## src/rtl/bf16_acc_scheduler_if.sv

```systemverilog
// Request/datapath/response bundle for the BF16 accelerator scheduler.
// master = requesters, response consumer and datapath model; slave = scheduler.
interface bf16_acc_scheduler_if #(
  parameter int unsigned ID_W = 4
);
  logic            req0_valid;
  logic            req0_ready;
  logic [3:0]      req0_op;
  logic [31:0]     req0_a;
  logic [31:0]     req0_b;
  logic [31:0]     req0_c;
  logic [ID_W-1:0] req0_id;

  logic            req1_valid;
  logic            req1_ready;
  logic [3:0]      req1_op;
  logic [31:0]     req1_a;
  logic [31:0]     req1_b;
  logic [31:0]     req1_c;
  logic [ID_W-1:0] req1_id;

  logic            acc_enable;
  logic [3:0]      acc_operation;
  logic [31:0]     acc_operand_a;
  logic [31:0]     acc_operand_b;
  logic [31:0]     acc_operand_c;
  logic [31:0]     acc_result;
  logic [31:0]     acc_fpcsr;
  logic            acc_valid;

  logic            rsp_valid;
  logic            rsp_ready;
  logic            rsp_port;
  logic [ID_W-1:0] rsp_id;
  logic [31:0]     rsp_result;
  logic [1:0]      rsp_status;

  logic [4:0]      fpcsr_sticky;
  logic            fpcsr_clr;
  logic            busy;

  modport master (
    output req0_valid, req0_op, req0_a, req0_b, req0_c, req0_id,
    output req1_valid, req1_op, req1_a, req1_b, req1_c, req1_id,
    input  req0_ready, req1_ready,
    input  acc_enable, acc_operation, acc_operand_a, acc_operand_b, acc_operand_c,
    output acc_result, acc_fpcsr, acc_valid,
    input  rsp_valid, rsp_port, rsp_id, rsp_result, rsp_status,
    output rsp_ready,
    input  fpcsr_sticky, busy,
    output fpcsr_clr
  );

  modport slave (
    input  req0_valid, req0_op, req0_a, req0_b, req0_c, req0_id,
    input  req1_valid, req1_op, req1_a, req1_b, req1_c, req1_id,
    output req0_ready, req1_ready,
    output acc_enable, acc_operation, acc_operand_a, acc_operand_b, acc_operand_c,
    input  acc_result, acc_fpcsr, acc_valid,
    output rsp_valid, rsp_port, rsp_id, rsp_result, rsp_status,
    input  rsp_ready,
    output fpcsr_sticky, busy,
    input  fpcsr_clr
  );
endinterface

```

## src/rtl/bf16_acc_scheduler.sv

```systemverilog
// Round-robin two-port scheduler/sequencer for the BF16 accelerator datapath.
// Optional EXEC watchdog enabled by defining BF16_SCHED_TIMEOUT_EN.
module bf16_acc_scheduler #(
  parameter int unsigned ID_W           = 4,
  parameter int unsigned TIMEOUT_CYCLES = 15
) (
  input logic                  clk,
  input logic                  reset,
  bf16_acc_scheduler_if.slave  bus
);
  localparam int unsigned CNT_W  = 8;
  localparam logic [3:0]  OP_MAX = 4'd10;
  localparam logic [1:0]  ST_OK  = 2'b00;
  localparam logic [1:0]  ST_ILL = 2'b01;

  typedef enum logic [1:0] {IDLE, EXEC, RESP} state_t;

  state_t          state;
  logic            prio;
  logic            sel;
  logic            hs;
  logic [3:0]      op_s;
  logic [31:0]     a_s;
  logic [31:0]     b_s;
  logic [31:0]     c_s;
  logic [ID_W-1:0] id_s;
  logic            capture;
  logic [4:0]      sticky_nxt;

  logic [26:0]     unused_fpcsr_hi;
  assign unused_fpcsr_hi = bus.acc_fpcsr[31:5];

`ifdef BF16_SCHED_TIMEOUT_EN
  localparam logic [1:0] ST_TMO = 2'b10;
  logic [CNT_W-1:0] cnt;
`else
  logic [CNT_W-1:0] unused_timeout;
  assign unused_timeout = CNT_W'(TIMEOUT_CYCLES);
`endif

  // Grant selection: lone requester wins, ties go to the priority pointer.
  always_comb begin
    sel = prio;
    if (bus.req0_valid && !bus.req1_valid)      sel = 1'b0;
    else if (bus.req1_valid && !bus.req0_valid) sel = 1'b1;
    bus.req0_ready = (state == IDLE) && !reset && bus.req0_valid && !sel;
    bus.req1_ready = (state == IDLE) && !reset && bus.req1_valid && sel;
    hs         = bus.req0_ready || bus.req1_ready;
    op_s       = sel ? bus.req1_op : bus.req0_op;
    a_s        = sel ? bus.req1_a  : bus.req0_a;
    b_s        = sel ? bus.req1_b  : bus.req0_b;
    c_s        = sel ? bus.req1_c  : bus.req0_c;
    id_s       = sel ? bus.req1_id : bus.req0_id;
    capture    = (state == EXEC) && bus.acc_valid;
    // Clear takes effect before the freshly captured flags are merged in.
    sticky_nxt = (bus.fpcsr_clr ? 5'h00 : bus.fpcsr_sticky)
               | (capture ? bus.acc_fpcsr[4:0] : 5'h00);
  end

  always_ff @(posedge clk) begin
    if (reset) begin
      state             <= IDLE;
      prio              <= 1'b0;
      bus.acc_enable    <= 1'b0;
      bus.acc_operation <= '0;
      bus.acc_operand_a <= '0;
      bus.acc_operand_b <= '0;
      bus.acc_operand_c <= '0;
      bus.rsp_valid     <= 1'b0;
      bus.rsp_port      <= 1'b0;
      bus.rsp_id        <= '0;
      bus.rsp_result    <= '0;
      bus.rsp_status    <= ST_OK;
      bus.fpcsr_sticky  <= '0;
      bus.busy          <= 1'b0;
`ifdef BF16_SCHED_TIMEOUT_EN
      cnt               <= '0;
`endif
    end else begin
      bus.fpcsr_sticky <= sticky_nxt;
      case (state)
        IDLE: begin
          if (hs) begin
            prio              <= ~sel;
            bus.acc_operation <= op_s;
            bus.acc_operand_a <= a_s;
            bus.acc_operand_b <= b_s;
            bus.acc_operand_c <= c_s;
            bus.rsp_port      <= sel;
            bus.rsp_id        <= id_s;
            bus.busy          <= 1'b1;
            if (op_s > OP_MAX) begin
              state          <= RESP;
              bus.rsp_valid  <= 1'b1;
              bus.rsp_status <= ST_ILL;
              bus.rsp_result <= '0;
            end else begin
              state          <= EXEC;
              bus.acc_enable <= 1'b1;
`ifdef BF16_SCHED_TIMEOUT_EN
              cnt            <= '0;
`endif
            end
          end
        end
        EXEC: begin
`ifdef BF16_SCHED_TIMEOUT_EN
          cnt <= cnt + CNT_W'(1);
`endif
          if (bus.acc_valid) begin
            state          <= RESP;
            bus.acc_enable <= 1'b0;
            bus.rsp_valid  <= 1'b1;
            bus.rsp_status <= ST_OK;
            bus.rsp_result <= bus.acc_result;
          end
`ifdef BF16_SCHED_TIMEOUT_EN
          else if (cnt == CNT_W'(TIMEOUT_CYCLES - 1)) begin
            state          <= RESP;
            bus.acc_enable <= 1'b0;
            bus.rsp_valid  <= 1'b1;
            bus.rsp_status <= ST_TMO;
            bus.rsp_result <= '0;
          end
`endif
        end
        RESP: begin
          if (bus.rsp_ready) begin
            state         <= IDLE;
            bus.rsp_valid <= 1'b0;
            bus.busy      <= 1'b0;
          end
        end
        default: state <= IDLE;
      endcase
    end
  end
endmodule

```

## src/flat_wrapper.sv

```systemverilog
// flat-port wrapper written by rule: the top's interface ports become plain ports
module bf16_acc_scheduler_flat 
#(
  parameter int unsigned ID_W           = 4,
  parameter int unsigned TIMEOUT_CYCLES = 15
)
  (clk, reset, bus_req0_valid, bus_req0_op, bus_req0_a, bus_req0_b, bus_req0_c, bus_req0_id, bus_req1_valid, bus_req1_op, bus_req1_a, bus_req1_b, bus_req1_c, bus_req1_id, bus_req0_ready, bus_req1_ready, bus_acc_enable, bus_acc_operation, bus_acc_operand_a, bus_acc_operand_b, bus_acc_operand_c, bus_acc_result, bus_acc_fpcsr, bus_acc_valid, bus_rsp_valid, bus_rsp_port, bus_rsp_id, bus_rsp_result, bus_rsp_status, bus_rsp_ready, bus_fpcsr_sticky, bus_busy, bus_fpcsr_clr);
  bf16_acc_scheduler_if #(.ID_W(ID_W)) bus_i ();
  input logic clk;
  input logic reset;
  input wire logic [$bits(bus_i.req0_valid)-1:0] bus_req0_valid;
  input wire logic [$bits(bus_i.req0_op)-1:0] bus_req0_op;
  input wire logic [$bits(bus_i.req0_a)-1:0] bus_req0_a;
  input wire logic [$bits(bus_i.req0_b)-1:0] bus_req0_b;
  input wire logic [$bits(bus_i.req0_c)-1:0] bus_req0_c;
  input wire logic [$bits(bus_i.req0_id)-1:0] bus_req0_id;
  input wire logic [$bits(bus_i.req1_valid)-1:0] bus_req1_valid;
  input wire logic [$bits(bus_i.req1_op)-1:0] bus_req1_op;
  input wire logic [$bits(bus_i.req1_a)-1:0] bus_req1_a;
  input wire logic [$bits(bus_i.req1_b)-1:0] bus_req1_b;
  input wire logic [$bits(bus_i.req1_c)-1:0] bus_req1_c;
  input wire logic [$bits(bus_i.req1_id)-1:0] bus_req1_id;
  output wire logic [$bits(bus_i.req0_ready)-1:0] bus_req0_ready;
  output wire logic [$bits(bus_i.req1_ready)-1:0] bus_req1_ready;
  output wire logic [$bits(bus_i.acc_enable)-1:0] bus_acc_enable;
  output wire logic [$bits(bus_i.acc_operation)-1:0] bus_acc_operation;
  output wire logic [$bits(bus_i.acc_operand_a)-1:0] bus_acc_operand_a;
  output wire logic [$bits(bus_i.acc_operand_b)-1:0] bus_acc_operand_b;
  output wire logic [$bits(bus_i.acc_operand_c)-1:0] bus_acc_operand_c;
  input wire logic [$bits(bus_i.acc_result)-1:0] bus_acc_result;
  input wire logic [$bits(bus_i.acc_fpcsr)-1:0] bus_acc_fpcsr;
  input wire logic [$bits(bus_i.acc_valid)-1:0] bus_acc_valid;
  output wire logic [$bits(bus_i.rsp_valid)-1:0] bus_rsp_valid;
  output wire logic [$bits(bus_i.rsp_port)-1:0] bus_rsp_port;
  output wire logic [$bits(bus_i.rsp_id)-1:0] bus_rsp_id;
  output wire logic [$bits(bus_i.rsp_result)-1:0] bus_rsp_result;
  output wire logic [$bits(bus_i.rsp_status)-1:0] bus_rsp_status;
  input wire logic [$bits(bus_i.rsp_ready)-1:0] bus_rsp_ready;
  output wire logic [$bits(bus_i.fpcsr_sticky)-1:0] bus_fpcsr_sticky;
  output wire logic [$bits(bus_i.busy)-1:0] bus_busy;
  input wire logic [$bits(bus_i.fpcsr_clr)-1:0] bus_fpcsr_clr;
  assign bus_i.req0_valid = bus_req0_valid;
  assign bus_i.req0_op = bus_req0_op;
  assign bus_i.req0_a = bus_req0_a;
  assign bus_i.req0_b = bus_req0_b;
  assign bus_i.req0_c = bus_req0_c;
  assign bus_i.req0_id = bus_req0_id;
  assign bus_i.req1_valid = bus_req1_valid;
  assign bus_i.req1_op = bus_req1_op;
  assign bus_i.req1_a = bus_req1_a;
  assign bus_i.req1_b = bus_req1_b;
  assign bus_i.req1_c = bus_req1_c;
  assign bus_i.req1_id = bus_req1_id;
  assign bus_req0_ready = bus_i.req0_ready;
  assign bus_req1_ready = bus_i.req1_ready;
  assign bus_acc_enable = bus_i.acc_enable;
  assign bus_acc_operation = bus_i.acc_operation;
  assign bus_acc_operand_a = bus_i.acc_operand_a;
  assign bus_acc_operand_b = bus_i.acc_operand_b;
  assign bus_acc_operand_c = bus_i.acc_operand_c;
  assign bus_i.acc_result = bus_acc_result;
  assign bus_i.acc_fpcsr = bus_acc_fpcsr;
  assign bus_i.acc_valid = bus_acc_valid;
  assign bus_rsp_valid = bus_i.rsp_valid;
  assign bus_rsp_port = bus_i.rsp_port;
  assign bus_rsp_id = bus_i.rsp_id;
  assign bus_rsp_result = bus_i.rsp_result;
  assign bus_rsp_status = bus_i.rsp_status;
  assign bus_i.rsp_ready = bus_rsp_ready;
  assign bus_fpcsr_sticky = bus_i.fpcsr_sticky;
  assign bus_busy = bus_i.busy;
  assign bus_i.fpcsr_clr = bus_fpcsr_clr;
  bf16_acc_scheduler #(.ID_W(ID_W), .TIMEOUT_CYCLES(TIMEOUT_CYCLES)) u_core (.clk(clk), .reset(reset), .bus(bus_i));
endmodule
```

## config.mk

```make
export PLATFORM = sky130hd
export DESIGN_NAME = bf16_acc_scheduler_flat
export DESIGN_NICKNAME = d
export VERILOG_FILES = /design/src/rtl/bf16_acc_scheduler_if.sv /design/src/rtl/bf16_acc_scheduler.sv /design/src/flat_wrapper.sv
export SDC_FILE = /design/constraint.sdc
export NUM_CORES = 1
export LEC_CHECK = 0
export ABC_AREA = 1
export BUFFER_PORTS_ARGS = -buffer_cell sky130_fd_sc_hd__buf_4
export CORE_AREA = 10 10 158 160
export CTS_CLUSTER_DIAMETER = 120
export DETAILED_ROUTE_END_ITERATION = 8
export DIE_AREA = 0 0 168 170
export PLACE_DENSITY_LB_ADDON = 0.25
export REMOVE_ABC_BUFFERS = 1
export SYNTH_ARGS = -nofsm -noshare
export SYNTH_HDL_FRONTEND = slang
export SYNTH_SLANG_ARGS = --single-unit
```

## constraint.sdc

```tcl
create_clock -name clk -period 2.5 [get_ports clk]
set_input_delay 0.125 -clock clk [delete_from_list [all_inputs] [get_ports clk]]
set_output_delay 0.125 -clock clk [all_outputs]
set_load 0.01 [all_outputs]
```

Word-level counts from Yosys, hierarchy flattened
Cells that the tools add are included. W data, S select, Z words.

Bits in registers: 150. Output and inout port bits: 149.

Bitwise logic cells: 2. Equality and inequality tests: 7. Magnitude comparators: 1. Reductions and logical operators: 23. Mux-type cells: 33.

Operator list (count): $mux W32 (6); $pmux W32 S2 (1); $mux W2 (7); $mux W1 (10); $mux W5 (2); $logic_and A1 B1 Y1 (8); $mux W4 (2); $ne A2 B2 Y1 const B (4); $reduce_and A4 Y1 (2); $pmux W2 S3 (1); $reduce_and A3 Y1 (2); $or A5 B5 Y5 (1); $reduce_and A5 Y1 (1); $gt A4 B4 Y1 const B (1); $logic_not A1 Y1 (4); $pmux W1 S2 (2); $pmux W2 S2 (1); $reduce_bool A2 Y1 (2); $pmux W1 S3 (1); $reduce_bool A3 Y1 (1); $eq A2 B1 Y1 const B (1); $eq A2 B2 Y1 const B (1); $logic_not A2 Y1 (1); $ne A2 B1 Y1 const B (1); other kinds (3) (3).

Longest topological paths before layout
Gate-level depths: netlist of the first run.

Depth after elaboration: 9. Depth in mapped cells: 15.

Worst setup path before layout of the first run
OpenSTA, ideal clock, no wires.

Path type: flip-flop to flip-flop. Start: register u_core.state[0]. End: register u_core.bus.rsp_result[19]. Required time: 2.385 ns. Setup slack: 0.734 ns. Cell stages (with the launch flop): 15. Arrival: 1.652 ns. Path buffers: 2. Path through: dfxtp_1 inv_1 ha_1 inv_1 nor2_2 o21ai_2 nand2_1 o21ai_1 inv_2 nand2_1 inv_2 buf_6 buf_4 a21oi_1 nor2_1.

Word-level cells in the longest chain between the ends: 7.

RTL lines: start, declared (line bf16_acc_scheduler.sv:18) `state_t state;`; start signal, assigned (line bf16_acc_scheduler.sv:62) `state <= IDLE;`; start signal, assigned (line bf16_acc_scheduler.sv:93) `state <= RESP;`; start signal, assigned (line bf16_acc_scheduler.sv:98) `state <= EXEC;`; $logic_not A2 Y1 (line bf16_acc_scheduler.sv:46, bf16_acc_scheduler.sv:47, bf16_acc_scheduler.sv:81); $logic_and A1 B1 Y1 (line bf16_acc_scheduler.sv:46, bf16_acc_scheduler.sv:47); $logic_and A1 B1 Y1, on equally long branches (2 in series) (line bf16_acc_scheduler.sv:46, bf16_acc_scheduler.sv:47); $logic_or A1 B1 Y1 (line bf16_acc_scheduler.sv:48) `hs = bus.req0_ready || bus.req1_ready;`; $ne A2 B1 Y1 (no source line); $reduce_and A4 Y1 (no source line); end signal, assigned (line bf16_acc_scheduler.sv:115) `bus.rsp_result <= bus.acc_result;`; end, declared (line bf16_acc_scheduler_if.sv:60) `output rsp_valid, rsp_port, rsp_id, rsp_result, rsp_status,`.

Several ways; a longest one is shown, not always the timed one. A chain may end at the register's enable or synchronous reset.

Final worst setup path of the first run
Start: register u_core.state[1]. End: register u_core.bus.acc_operand_b[14].

Word-level cells in the longest chain between the ends: 6.

RTL lines: $logic_not A2 Y1 (*) (line bf16_acc_scheduler.sv:46, bf16_acc_scheduler.sv:47, bf16_acc_scheduler.sv:81); $logic_and A1 B1 Y1 (line bf16_acc_scheduler.sv:46, bf16_acc_scheduler.sv:47); $logic_and A1 B1 Y1, on equally long branches (2 in series) (line bf16_acc_scheduler.sv:46, bf16_acc_scheduler.sv:47); $logic_or A1 B1 Y1 (line bf16_acc_scheduler.sv:48); $reduce_and A2 Y1 (no source line) (*); end signal, assigned (line bf16_acc_scheduler.sv:87) `bus.acc_operand_b <= b_s;`; end, declared (line bf16_acc_scheduler_if.sv:58) `output acc_enable, acc_operation, acc_operand_a, acc_operand_b, acc_operand_c,`.

Mark *: on every way between the ends. The rest lies on a longest branch, timed or not.

==> run_results.csv, run 1 <==
group,metric,value,unit
timing,maxSlewViolCount,0,
synth,synth_area_leaders,"dfxtp_1, nand2_1, nand3_1",
cts,cts.sinks,149,
pwr,swShare,0.369,
timing,max_freq,426,MHz
drt,num_vias,8888,
grt,grt_overflow,0,
drt,wl_per_cell,16.4,um
floorplanning,core,21700,um2
pwr,comb_power_share,0.445,
finish,drive_above_1_share,0.277,
drt,drtPass1Iterations,5,
cts,cts_tree,"built",
floorplanning,die_h,170,um
cts,insertion_delay,420,ps
grt,grt_pass1_vias,9015,
grt,grt_first_pass_wirelength,48.1,mm
finish,multi_input_area,3110,um2
floorplanning,dieArea,28600,um2
cts,path_clk_slew,70,ps
finish,fin_area,12700,um2
pwr,switchingPower,3.99,mW
setup_path,worstPathArrival,2710,ps
pwr,ir_drop,0.000687,V
drt,drt_wl_total,31.7,mm
job,maxCapViolCount,0,
finish,fillers,1943,
drt,viasPerCell,4.59,
drt,drt-initial-drc-count,611,
drt,ant_nets,0,
status,status,"finished, final reports clean",
pwr,seqPwrFrac,0.292,
drt,drc,0,
finish,nNetsFinal,1924,
synth,synth_largest_area_cell,"dfxtp_1",
synth,netlist_instances,1085,
pwr,internal_power,6.82,mW
min_path,hold_class,"input pin to flip-flop",
setup_path,worstSetupEndpointType,"flip-flop",
synth,ys_seq_area_frac,0.435,
setup_path,crit_fanout,23,
place,placed_cell_area,10100,um2
floorplanning,start_util,0.316,
setup_path,required,2860,ps
cts,cts_buffers,17,
cts,htreeDepth,4,
floorplanning,die_w,168,um
pwr,p_clk_frac,0.263,
place,gp_congestion,0.806,
grt,antenna_found_initial,3,
place,place_hpwl,20.7,mm
timing,fin_skew,11.4,ps
synth,synthDistinctLibCells,23,
timing,finalSetupViolCount,0,
floorplanning,pin_count,428,
setup_path,cp-start-kind,"flip-flop",
synth,syn_avg_cell_area,6.32,um2
timing,whs,8.14,ps
cts,cts.root.buffer_cell,"clkbuf_16",
cts,cts_buffer_depth,2,
setup_path,timing_worst_setup_path_type,"flip-flop to flip-flop",
synth,syn-cell-area,6850,um2
timing,fin_crit,2350,ps
place,port_buffers,399,
finish,area_delta_synth_final,85.8,%
synth,yosysWarnings,0,
synth,synth_seq_cells,149,
synth,synth_top_area_frac,0.435,
grt,grt_max_degree,87,
timing,finalHoldViolations,0,
grt,grtUsageTotal,0.206,
timing,period_share,0.938,
pwr,powerDensity,849,nW/um2
finish,seq_area,2980,um2
pwr,leakage,6.92,nW
floorplanning,rows,54,
==> logic make-up after synthesis <==
kind of cell             count (synthesis)  share of synthesized area
adder cells (fa/ha/maj)                  3                    0.00548
AO/OA/AOI/OAI                           52                     0.0400
AND/OR/NAND/NOR                        687                      0.404
buffers and inverters                  193                      0.115
flip-flops                             149                      0.435
other                                    1                   0.000547
==> final timing paths <==
kind                                                to                             start  depth (start not counted)  slack (ps)
max          u_core.bus.acc_operand_b[14]$_SDFFE_PP0P_      u_core.state[1]$_SDFFE_PP0P_                         14         150
min             u_core.bus.rsp_result[21]$_SDFFE_PP0P_                bus_acc_result[21]                          5           8
max reg2reg  u_core.bus.acc_operand_b[14]$_SDFFE_PP0P_      u_core.state[1]$_SDFFE_PP0P_                         14         150
min reg2reg           u_core.bus.rsp_port$_SDFFE_PP0P_  u_core.bus.rsp_port$_SDFFE_PP0P_                          2         470
==> cell usage in the layout (no fill, tap or decap) <==
cell / synthesis / routed
nand2_1: 498 / 498
a21oi_1: 39 / 39
dlygate4sd3_1: 0 / 189
clkbuf_16: 0 / 19
buf_6: 2 / 2
nor2_1: 44 / 43
clkinvlp_4: 0 / 2
buf_4: 3 / 403
nor2_4: 0 / 1
o31ai_1: 1 / 1
o21ai_0: 6 / 6
conb_1: 1 / 1
diode_2: 0 / 6
bufinv_16: 0 / 5
inv_4: 0 / 2
buf_16: 0 / 1
clkinv_2: 0 / 1
nand3_1: 141 / 141
inv_6: 0 / 2
buf_12: 0 / 7
o21ai_4: 0 / 1
nor2_2: 1 / 1
a31oi_1: 3 / 3
ha_1: 3 / 2
inv_2: 4 / 3
ha_4: 0 / 1
nand2_4: 1 / 1
dfxtp_1: 149 / 149
inv_1: 123 / 121
o21ai_1: 1 / 1
clkinv_4: 0 / 3
nand2_2: 2 / 2
a311oi_1: 1 / 1
==> critical path: stages, from the launching register on <==
cell	delay, ps
dfxtp_1	320
inv_1	120
ha_4	170
inv_1	60
nor2_2	140
o21ai_4	110
inv_4	100
nand2_1	120
clkinv_4	110
buf_12	170
nand2_1	80
nand3_1	80
dlygate4sd3_1	560
nand2_1	60
inv_1	60
==> layer usage <==
metal  up-vias  GRT usage  share of wire
li1       4403          -              -
met3        62     0.0700          0.095
met4         0     0.0924          0.032
met2       418      0.352           0.49
met1      4005      0.229           0.38
met5         -          0              0
==> power groups by stage <==
stage	registers, mW	logic [mW]	clock network (mW)
floorplan	3.40	2.17	0
global placement	3.17	4.30	0
detailed placement	3.19	4.33	0
CTS	3.15	4.69	2.89
global route	3.21	5.37	2.98
finish	3.16	4.81	2.84
==> cell type report <==
class	instances	area share
timing repair buffer	604	0.405
multi-input combinational	743	0.244
sequential	149	0.234
inverter	127	0.0382
clock buffer	17	0.0334
tap	280	0.0275
clock inverter	12	0.0161
antenna	6	0.00118
==> per-stage QoR <==
step	total power, mW	util	worst slack [ps]	setup TNS (ps)	instances
global placement	7.47	0.466	509	0	1710
CTS	10.7	0.582	21.4	0	1928
detailed placement	7.52	0.466	478	0	1710
finish	10.8	0.587	154	0	1938
floorplan	5.57	-	-1920	-224250	1019
global route	11.6	0.587	-1.47	-1.47	1935
==> synthesized netlist by cell type (all sizes together) <==
cell and n:
nand2 501, dfxtp 149, nand3 141, inv 127
nor2 45, a21oi 39, buf 38, clkbuf 28
o21ai 8, a31oi 3, ha 3, a311oi 1
conb 1, o31ai 1
==> sequential cells by signal (all words and copies together), names as in the netlist, 2 cells and up <==
| register | count |
|---|---|
| u_core.bus.rsp_result | 32 |
| u_core.bus.acc_operand_a | 32 |
| u_core.bus.acc_operation | 4 |
| u_core.bus.rsp_id | 4 |
| u_core.state | 2 |
| u_core.bus.fpcsr_sticky | 5 |
| u_core.bus.acc_operand_c | 32 |
| u_core.bus.acc_operand_b | 32 |
==> repair_timing <==
item	CTS	global route
buffers inserted	0	2
hold buffers	189	0
setup endpoints to repair	0	19
resized for setup	0	9
endpoints found under the hold margin	104	0
(Power assumes the default switching activity.)
==> run 2, diff against run 1 <==
--- a/config.mk
+++ b/config.mk
@@ -12,6 +12,7 @@
 export DETAILED_ROUTE_END_ITERATION = 8
 export DIE_AREA = 0 0 168 170
 export PLACE_DENSITY_LB_ADDON = 0.25
+export RECOVER_POWER = 50
 export REMOVE_ABC_BUFFERS = 1
 export SYNTH_ARGS = -nofsm -noshare
 export SYNTH_HDL_FRONTEND = slang
==> run_results.csv, run 2 (synthesis gave the netlist of run 1 again) <==
group,metric,value,unit
timing,finalHoldViolations,0,
cts,cts_buffer_depth,2,
grt,grt_pass1_vias,9015,
drt,ant_nets,0,
setup_path,crit_fanout,23,
drt,drt_wl_total,31.7,mm
cts,htreeDepth,4,
finish,area_delta_synth_final,77.8,%
cts,cts_buffers,17,
timing,max_freq,426,MHz
pwr,comb_power_share,0.426,
floorplanning,rows,54,
cts,insertion_delay,430,ps
pwr,swShare,0.381,
finish,final_cell_mix,"nand2_1, buf_4, dlygate4sd3_1, dfxtp_1, clkbuf_1",
floorplanning,dieArea,28600,um2
drt,drtPass1Iterations,5,
setup_path,ff2ff_path_depth,14,
drt,wl_per_cell,16.4,um
pwr,leakage,6.31,nW
setup_path,worstSetupEndpointType,"flip-flop",
grt,grt_overflow,0,
pwr,seqPwrFrac,0.302,
drt,num_vias,8870,
job,maxCapViolCount,0,
setup_path,critPathSlowestCell,"dlygate4sd3_1",
pwr,powerDensity,854,nW/um2
grt,grt_first_pass_wirelength,48.1,mm
floorplanning,die_h,170,um
place,gp_congestion,0.806,
timing,fin_crit,2350,ps
drt,drt-initial-drc-count,604,
setup_path,crit_cells,14,
finish,nNetsFinal,1924,
pwr,internal_power,6.45,mW
floorplanning,start_util,0.316,
drt,viasPerCell,4.58,
setup_path,slowest_delay,560,ps
timing,finalSetupViolCount,0,
min_path,hold_class,"input pin to flip-flop",
floorplanning,pin_count,428,
pwr,ir_drop,0.000676,V
grt,grtUsageTotal,0.206,
timing,fin_skew,12.1,ps
drt,drc,0,
setup_path,path_delay_family,"buffers and inverters",
timing,maxSlewViolCount,0,
setup_path,worstPathArrival,2710,ps
setup_path,crit_path_cell_trace,"inv_1, ha_4, inv_1, nor2_2, o21ai_4, inv_4, nand2_1, clkinv_4, buf_12, nand2_1, nand3_1, dlygate4sd3_1, nand2_1, inv_1",
timing,period_share,0.940,
grt,grt_max_degree,87,
floorplanning,core,21700,um2
finish,fin_util,0.562,
status,status,"finished, final reports clean",
setup_path,path_buf_inv,7,
cts,path_clk_slew,70,ps
min_path,holdPathStages,5,
pwr,switchingPower,3.96,mW
cts,cts.root.buffer_cell,"clkbuf_16",
floorplanning,die_w,168,um
setup_path,cp-start-kind,"flip-flop",
grt,antenna_found_initial,3,
setup_path,required,2860,ps
place,place_hpwl,20.7,mm
place,port_buffers,399,
finish,drive_above_1_share,0.188,
cts,cts_tree,"built",
setup_path,timing_worst_setup_path_type,"flip-flop to flip-flop",
pwr,p_clk_frac,0.272,
pwr,total_power,10.4,mW
cts,cts.sinks,149,
finish,final_common_cell,"nand2_1",
[run 2: through the flow]
step / cells / hold slack, ps / setup WS [ps] / area [um2] / setup TNS, ps
after CTS: 1928 / 0.137 / 21.4 / 12600 / 0
after global placement: 1710 / 333 / 509 / 10100 / 0
after floorplan: 1019 / 194 / -1920 / 6550 / -224250
final: 1938 / 5.41 / 150 / 12200 / 0
after detailed placement: 1710 / 339 / 478 / 10100 / 0
after global routing: 1935 / 28.8 / -1.47 / 12200 / -1.47
[run 2: worst reg2reg max path: stages (launching register included)]
cell           delay [ps]
dfxtp_1               320
inv_1                 120
ha_4                  170
inv_1                  60
nor2_2                140
o21ai_4               110
inv_4                 100
nand2_1               120
clkinv_4              110
buf_12                170
nand2_1                90
nand3_1                80
dlygate4sd3_1         560
nand2_1                60
inv_1                  60
[run 2: layer usage]
metal	track usage	routed length (um)	up-vias
met5	0	0	-
met4	0.0924	1060	0
met3	0.0700	2970	70
met2	0.352	15500	421
met1	0.229	12200	3971
li1	-	-	4408
[run 2: path summary, 6_finish.rpt]
kind                                                    end                        startpoint  slack, ps
setup / recovery  u_core.bus.acc_operand_b[14]$_SDFFE_PP0P_      u_core.state[1]$_SDFFE_PP0P_        150
hold reg to reg            u_core.bus.rsp_port$_SDFFE_PP0P_  u_core.bus.rsp_port$_SDFFE_PP0P_        470
hold / removal       u_core.bus.rsp_result[21]$_SDFFE_PP0P_                bus_acc_result[21]          5
setup reg to reg  u_core.bus.acc_operand_b[14]$_SDFFE_PP0P_      u_core.state[1]$_SDFFE_PP0P_        150
[run 2: final cells by class]
class / count / area, um2
Antenna cell: 6 / 15.0
Clock buffer: 17 / 425
Clock inverter: 12 / 205
Fill cell: 2112 / 9500
Inverter: 127 / 487
Multi-Input combinational cell: 743 / 3110
Sequential cell: 149 / 2980
Tap cell: 280 / 350
Timing Repair Buffer: 604 / 4610
[run 2: power groups by stage]
stage	Clock [mW]	Sequential (mW)	Combinational [mW]
final	2.83	3.14	4.43
after global routing	2.98	3.20	5.00
after CTS	2.89	3.15	4.69
after detailed placement	0	3.19	4.33
after global placement	0	3.17	4.30
after floorplan	0	3.40	2.17
[run 2: repair_timing]
| item | in CTS | in global routing |
|---|---|---|
| hold buffers | 189 | 0 |
| resized for setup | 0 | 9 |
| hold endpoints to repair | 104 | 0 |
| setup buffers | 0 | 2 |
| setup endpoints to repair | 0 | 19 |
